**config.mk**
```make
export PLATFORM = sky130hd
export DESIGN_NAME = tensor_stream_packer
export DESIGN_NICKNAME = d
export VERILOG_FILES = /design/src/rtl/tensor_stream_packer.sv
export SDC_FILE = /design/constraint.sdc
export NUM_CORES = 1
export LEC_CHECK = 0
export ABC_AREA = 1
export BUFFER_PORTS_ARGS = -buffer_cell sky130_fd_sc_hd__buf_4
export CORE_ASPECT_RATIO = 1.4
export CORE_MARGIN = 4
export CORE_UTILIZATION = 31
export DETAILED_ROUTE_END_ITERATION = 6
export GPL_ROUTABILITY_DRIVEN = 1
export SYNTH_ARGS = -nofsm -noshare
export SYNTH_HDL_FRONTEND = slang
export SYNTH_SLANG_ARGS = --single-unit
export TNS_END_PERCENT = 5
```
**constraint.sdc**
```tcl
create_clock -name clk -period 1.3 [get_ports clk]
set_clock_uncertainty 0.1 [all_clocks]
set_input_delay 0 -clock clk [delete_from_list [all_inputs] [get_ports clk]]
set_output_delay 0 -clock clk [all_outputs]
set_load 0.01 [all_outputs]
```
**src/rtl/tensor_stream_packer.sv**
```systemverilog
// Tensor stream packer: collects a CH*H*W feature map streamed one element per
// cycle (channel-major) into a flat packed vector. The vector is held stable
// with out_valid until the downstream stage accepts it.
module tensor_stream_packer #(
  parameter int unsigned CH    = 1,
  parameter int unsigned H     = 1,
  parameter int unsigned W     = 1,
  parameter int unsigned WIDTH = 16,
  localparam int unsigned DIM  = CH * H * W,
  localparam int unsigned CW   = ($clog2(DIM + 1) > 1) ? $clog2(DIM + 1) : 1
) (
  input  logic                    clk,
  input  logic                    rst,
  input  logic signed [WIDTH-1:0] in_data,
  input  logic                    in_valid,
  input  logic                    in_last,
  output logic                    in_ready,
  output logic [DIM*WIDTH-1:0]    out_vec,
  output logic                    out_valid,
  input  logic                    out_ready,
  output logic                    frame_err,
  output logic [CW-1:0]           fill_count
);

  typedef enum logic [0:0] {StFill, StHold} state_e;

  localparam logic [CW-1:0] LastIdx = CW'(DIM - 1);

  state_e               state_q, state_d;
  logic [CW-1:0]        fill_count_q, fill_count_d;
  logic [DIM*WIDTH-1:0] out_vec_q, out_vec_d;
  logic                 frame_err_q, frame_err_d;
  logic                 accept;

  // Ready is decoded from registered state and masked while reset is asserted.
  assign in_ready   = (state_q == StFill) && !rst;
  assign accept     = in_valid && in_ready;
  assign out_valid  = (state_q == StHold);
  assign out_vec    = out_vec_q;
  assign frame_err  = frame_err_q;
  assign fill_count = fill_count_q;

  // Next-state logic: slot writes and framing checks in FILL, release in HOLD.
  always_comb begin
    state_d      = state_q;
    fill_count_d = fill_count_q;
    out_vec_d    = out_vec_q;
    frame_err_d  = 1'b0;
    unique case (state_q)
      StFill: begin
        if (accept) begin
          for (int unsigned i = 0; i < DIM; i++) begin
            if (fill_count_q == CW'(i)) begin
              out_vec_d[i*WIDTH +: WIDTH] = in_data;
            end
          end
          if (fill_count_q == LastIdx) begin
            // Frame complete; a missing last marker is flagged but data still delivered.
            state_d      = StHold;
            fill_count_d = '0;
            frame_err_d  = !in_last;
          end else if (in_last) begin
            // Early last: drop the partial frame and restart counting.
            fill_count_d = '0;
            frame_err_d  = 1'b1;
          end else begin
            fill_count_d = fill_count_q + CW'(1);
          end
        end
      end
      StHold: begin
        // No bypass: the new frame starts accepting the cycle after the handshake.
        if (out_ready) begin
          state_d = StFill;
        end
      end
      default: state_d = StFill;
    endcase
  end

  // State and registered outputs, cleared asynchronously.
  always_ff @(posedge clk or posedge rst) begin
    if (rst) begin
      state_q      <= StFill;
      fill_count_q <= '0;
      out_vec_q    <= '0;
      frame_err_q  <= 1'b0;
    end else begin
      state_q      <= state_d;
      fill_count_q <= fill_count_d;
      out_vec_q    <= out_vec_d;
      frame_err_q  <= frame_err_d;
    end
  end

endmodule

```
==> results of run 1 <==
[worst min-delay path, delay by kind of cell]
family	cells	cell delay [ps]
buf+inv	4	980
[cell families (layout without fill, tap and decap cells)]
group                    Yosys count  in the layout  synth area share [%]
buffers and inverters              9             74                  6.06
adder cells (fa/ha/maj)            1              1                  1.55
AND/OR/NAND/NOR                   54             55                  32.8
flip-flops                        19             19                  59.0
AO/OA/AOI/OAI                      1              1                 0.621
[flip-flops by register name (all words and copies together), names as in the netlist]
| name | cells |
|---|---|
| fill_count | 1 |
| frame_err | 1 |
| out_valid | 1 |
| out_vec | 16 |
[routing by layer]
| metal | GRT usage, % | vias to the layer above |
|---|---|---|
| met4 | 7.07 | 0 |
| met5 | 0 | - |
| met2 | 24.8 | 24 |
| met3 | 2.18 | 4 |
| li1 | - | 415 |
| met1 | 16.5 | 387 |
[cell type report]
type	instances	area, sq um	area share, %
Sequential cell	19	475	34.0
Clock buffer	4	26.3	1.88
Multi-Input combinational cell	57	292	20.8
Inverter	4	15.0	1.07
Tap cell	34	42.5	3.04
Timing Repair Buffer	66	549	39.2
[power by group through the flow]
stage / Combinational, W / Clock, W / Sequential, W
final: 0.000634 / 0.000289 / 0.000820
after global routing: 0.000696 / 0.000326 / 0.000846
after CTS: 0.000636 / 0.000300 / 0.000824
after detailed placement: 0.000575 / 0 / 0.000834
after global placement: 0.000564 / 0 / 0.000835
after floorplan: 0.000178 / 0 / 0.000898
[worst max path at each step]
stage | endpoint | from | slack, ps
2_1_floorplan | frame_err | fill_count | 60
3_5_place_dp | out_vec[5] | out_valid | 100
6_report | in_ready | out_valid | 90
3_3_place_gp | out_vec[0] | out_valid | 160
4_1_cts | in_ready | out_valid | 40
5_1_grt | in_ready | out_valid | 6
[layout by cell type (no fill, tap or decap), drive strengths merged]
master       instances
nand4               16
nor2                 4
nand2               33
buf                 46
dfrtp               19
ha                   1
nand3                2
dlygate4sd3         20
clkbuf               4
inv                  4
o21ai                1
[through the flow]
step | area, sq um | utilization [%] | worst slack (ps) | instances | hold WS (ps)
after global routing | 1400 | 57.3 | 5.89 | 184 | 251
after floorplan | 806 | - | 57.2 | 84 | -149
after global placement | 1140 | 46.9 | 156 | 157 | -35.3
final | 1400 | 57.3 | 86.7 | 184 | 203
after detailed placement | 1140 | 46.9 | 102 | 157 | -35.8
after CTS | 1390 | 56.9 | 43.9 | 183 | 201
[timing repair]
action	4_1_cts	5_1_grt
gates resized for setup	1	0
endpoints found under the setup margin	1	17
hold buffers	20	0
pin swaps	1	1
buffers inserted	2	0
hold endpoints to repair	37	0
gates cloned	0	1
==> metrics.md, run 1 <==
| Metric | Value |
|---|---|
| RR Endpoint | fill_count |
| Worst vdd ir | between 500 and 600 uV |
| Worst Path Buf+Inv | 2 |
| Internal Power | about 0.0012 W |
| CTS Buf Count | 3 |
| Mean Syn Cell Area | roughly 9.6 sq um |
| Vias in the first global route | between 700 and 800 |
| Async SR Flop Fraction | between 90% and 100% |
| CP Data Arrival Time | between 1000 and 1500 ps |
| Clk Latency, worst-skew pair | 280 ps |
| Mapped cell area | just over 800 sq um |
| Post-synth top area cell | dfrtp_1 |
| Top Layer Used | met4 |
| Antenna viol nets, final | 0 |
| Fin crit period | 1210 ps |
| Antenna diode count | 0 |
| Die area | ~0.0035 sq mm |
| Fin crit share | approximately 93% |
| GP Congestion | approximately 0.67 |
| Number of vias per cell | 4.51 |
| CP max-delay cell | dfrtp_1 |
| Max cap viols | 0 |
| Initial drt markers | 11 |
| Finish-stage setup viols | 0 |
| Drt first pass iters | 3 |
| Final setup TNS | 0 ps |
| Final hold viol count | 0 |
| Share of layout cells above drive strength 1 | between 30% and 40% |
| Delay-heaviest family, CP | flip-flops |
| Critical path depth in cells | 3 |
| WL per Instance | between 10 and 15 um |
| Switch Pwr | ~0.00054 W |
| CP max stage delay | about 430 ps |
| CTS HTree Levels | 1 |
| CTS tree | done |
| Clock sinks | 19 |
| Total chip power | around 0.0017 W |
| Fillers | 242 |
| Worst-Margin Slew | 238 ps |
| Number of synthesized register bits | 19 |
| Hold crit path type | in2async |
| Crit-path cells | nor2_4 -> buf_6 -> buf_4 |
| Clock slew at reported path FFs | 100 ps |
| Die width | approximately 51 um |
| Synth top area share | 59.0% |
| Initial Utilization | about a third |
| Die Y | roughly 68 um |
| CP endpoint kind | output pin |
| Initial antenna violation count | 0 |
| Area delta synth->final | 73.8% |
| Via Count | slightly above 800 |
| Core Area | roughly 0.0024 sq mm |
| Outcome | finished, final reports clean |
| Total gr overflow | 0 |
| Top-Level Pins | between 40 and 50 |
| Mapped Nets | 106 |
| Final-report max-slew violation count | 0 |
| Gate count of the mapped netlist | 84 |
| Seq pwr share | ~47% |
| Yosys warns | 0 |
| Top cells by area, synth | dfrtp_1 59%, nand2_1 15%, nand4_1 12% |
| DRC violations left | 0 |
| Total wire length | approximately 2300 um |
| Worst setup path class | reg2out |
| Rows | 21 |
| CTS root buffer | clkbuf_4 |
| Ys flop type | dfrtp_1 |
| Combinational share of power | 36.4% |
| Worst reg2reg startpoint | out_valid |
| Metal2 WL | about 1200 um |
| Clk pwr share | roughly 17% |
| Buffers added on ports | 40 |
| Critical Path Fanout Max | 14 |
| P_leak | around 0.74 nW |
| Max Buffers Root-to-Sink | 2 |
| Number of flops mapped to enable cells by yosys | 0 |
| Sequential share of the synthesized area | about three fifths |
| # nets final | between 150 and 200 |
| Overall routing resource usage | roughly 14% |
| Largest net degree at the start of global routing | 20 |
| Met3 routed WL | around 120 um |
| P per Cell Area | about 1200 mW/mm^2 |
| First-pass GRT wire length | 3640 um |
| Worst EP required | roughly 1200 ps |
| WL met1 | between 900 and 1000 um |
| Critical path startpoint category | register |
| Post-detail-place hpwl | roughly 1500 um |
| Switching Fraction | 31.1% |
| Synth cell count leaders | 33 x nand2_1, 19 x dfrtp_1, 16 x nand4_1 |
| Depth of the most critical reg-to-reg path | 6 |
| Worst reg2reg setup slack | 110 ps |
| Count of unique library cells instantiated by Yosys | 13 |
| Fmax | roughly 800 MHz |
| Slew margin rel. | a little over four fifths |
| Count leader, synth | nand2_1 |
| RSZ-0062 raised after global routing | false |
Power figures use the tool's default switching activity.
==> inputs of run 2 (changes only) <==
==> constraint.sdc (replaced) <==
create_clock -name clk -period 1.3 [get_ports clk]
set_clock_uncertainty 0.1 [all_clocks]
set_input_delay 0.26 -clock clk [delete_from_list [all_inputs] [get_ports clk]]
set_output_delay 0.26 -clock clk [all_outputs]
set_load 0.01 [all_outputs]
==> metrics.md, run 2 (synthesis results as in run 1) <==
| Metric | Value |
|---|---|
| Most frequent cells in the layout | 45 x buf_4, 33 x nand2_1, 19 x dfrtp_1, 16 x nand4_1 |
| CTS tree | done |
| First-pass GRT wire length | 3370 um |
| Top-Level Pins | slightly above 40 |
| Most common cell after layout, fill and taps aside | buf_4 |
| Worst vdd ir | between 700 and 800 uV |
| Die width | about 50 um |
| CP max-delay cell | dfrtp_1 |
| WL per Instance | between 10 and 15 um |
| Setup ws final | -38.4 ps |
| CP dominant cell by count | buf_6 |
| P per Cell Area | about 1400 mW/mm^2 |
| DRC violations left | 0 |
| CTS HTree Levels | 1 |
| Clk Latency, worst-skew pair | between 200 and 300 ps |
| Rows | 21 |
| Crit-path cells | buf_6 -> buf_6 |
| CP Data Arrival Time | 980 ps |
| Critical Path Fanout Max | 2 |
| CTS root buffer | clkbuf_4 |
| Worst EP required | between 900 and 1000 ps |
| Max Buffers Root-to-Sink | 2 |
| CP max stage delay | 440 ps |
| Largest net degree at the start of global routing | 19 |
| Buffers added on ports | 40 |
| Worst setup path class | reg2out |
| Fin crit period | 1340 ps |
| Initial Utilization | approximately 33% |
| Worst Path Buf+Inv | 2 |
| Slew margin rel. | 87.0% |
| Outcome | finished, violations left |
| Total gr overflow | 0 |
| Final-report max-slew violation count | 0 |
| CP endpoint kind | output pin |
| # nets final | roughly 160 |
| Max cap viols | 0 |
| Final hold viol count | 0 |
| GP Congestion | about 0.65 |
| Die area | ~0.0035 sq mm |
| RSZ-0062 raised after global routing | true |
| Critical path startpoint category | register |
| Core Area | 0.00244 sq mm |
| Share of layout cells above drive strength 1 | 41.7% |
| Post-detail-place hpwl | about 1600 um |
| Via Count | approximately 740 |
| Hold crit path type | in2reg |
| Largest register FFs | 16 |
| Drt first pass iters | 2 |
| Delay-heaviest family, CP | flip-flops |
| Area delta synth->final | 51.9% |
| Overall routing resource usage | between 10 and 15% |
| Vias in the first global route | 748 |
| CTS Buf Count | 3 |
| Finish-stage setup viols | 2 |
| Antenna diode count | 0 |
| Fin crit share | 103% |
| Initial antenna violation count | 0 |
| Failing checks | setup timing |
| Worst-Margin Slew | 193 ps |
| Die Y | just under 70 um |
| Number of vias per cell | between 4 and 5 |
| Total chip power | about 0.0017 W |
| P_leak | about 0.67 nW |
| Fmax | 747 MHz |
| Clock sinks | 19 |
| Antenna viol nets, final | 0 |
| Clock slew at reported path FFs | ~110 ps |
| Total wire length | between 2000 and 2500 um |
| Final setup TNS | -45.9 ps |
| Initial drt markers | 9 |
-- run 2: cell types whose count changed in the layout (fill, tap and decap cells not counted), sizes merged --
cell,change
buf,+2
clkbuf,-1
clkinv,+1
dlygate4sd3,-19
nand3,-1
-- run 2: per-layer routing --
metal	share of wire, %	wire length (um)	track usage [%]
met5	0	0	0
met4	0.93	19	6.06
met3	6.8	139	2.61
met2	50	1030	22.3
met1	42	860	15.3
-- run 2: worst reg2reg max path, cell delays in order, from the launching register on --
cell	delay (ps)
dfrtp_1	440
nor2_4	110
buf_4	140
nand3_4	170
nand2_1	120
nand2_1	60
-- run 2: report_power, final --
group | switching (W) | internal (W)
registers | 0.0000806 | 0.000737
logic | 0.000277 | 0.000318
clock network | 0.000187 | 0.000114
-- run 2: timing repair --
item,4_1_cts,5_1_grt
hold buffers,1,0
setup buffers,2,0
pin swaps,1,1
gates resized for setup,3,0
endpoints found under the setup margin,1,20
endpoints found under the hold margin,19,0
gates cloned,0,0
-- run 2: path summary, 6_finish.rpt --
check	slack (ps)	from	end	cells past startpoint
worst max-delay path	-40	out_valid	out_valid	2
worst min-delay path	60	out_ready	out_valid	2
worst max register to register	70	out_valid	out_vec[12]	5
worst min register to register	380	out_vec[1]	out_vec[1]	2
max in group asynchronous	510	rst	out_vec[13]	4
min in group asynchronous	420	rst	out_vec[11]	4
-- run 2: final cells by class --
type,instances,area (sq um)
clock buffers,3,22.5
clock inverters,1,5.00
fillers,266,1220
inverters,4,15.0
multi-input cells,56,282
flip-flops and latches,19,475
well taps,34,42.5
repair buffers,49,382
-- run 2: metrics by stage --
step           instance area [sq um]  hold slack (ps)  instances  setup slack (ps)  utilization (%)
4_1_cts                         1220             55.1        166             -40.8             50.1
3_3_place_gp                    1160              187        159               193             47.5
6_report                        1220             63.8        166             -38.4             50.1
3_5_place_dp                    1160              190        159               137             47.5
5_1_grt                         1220             66.9        166             -77.6             50.1
2_1_floorplan                    806              111         84              57.2                -
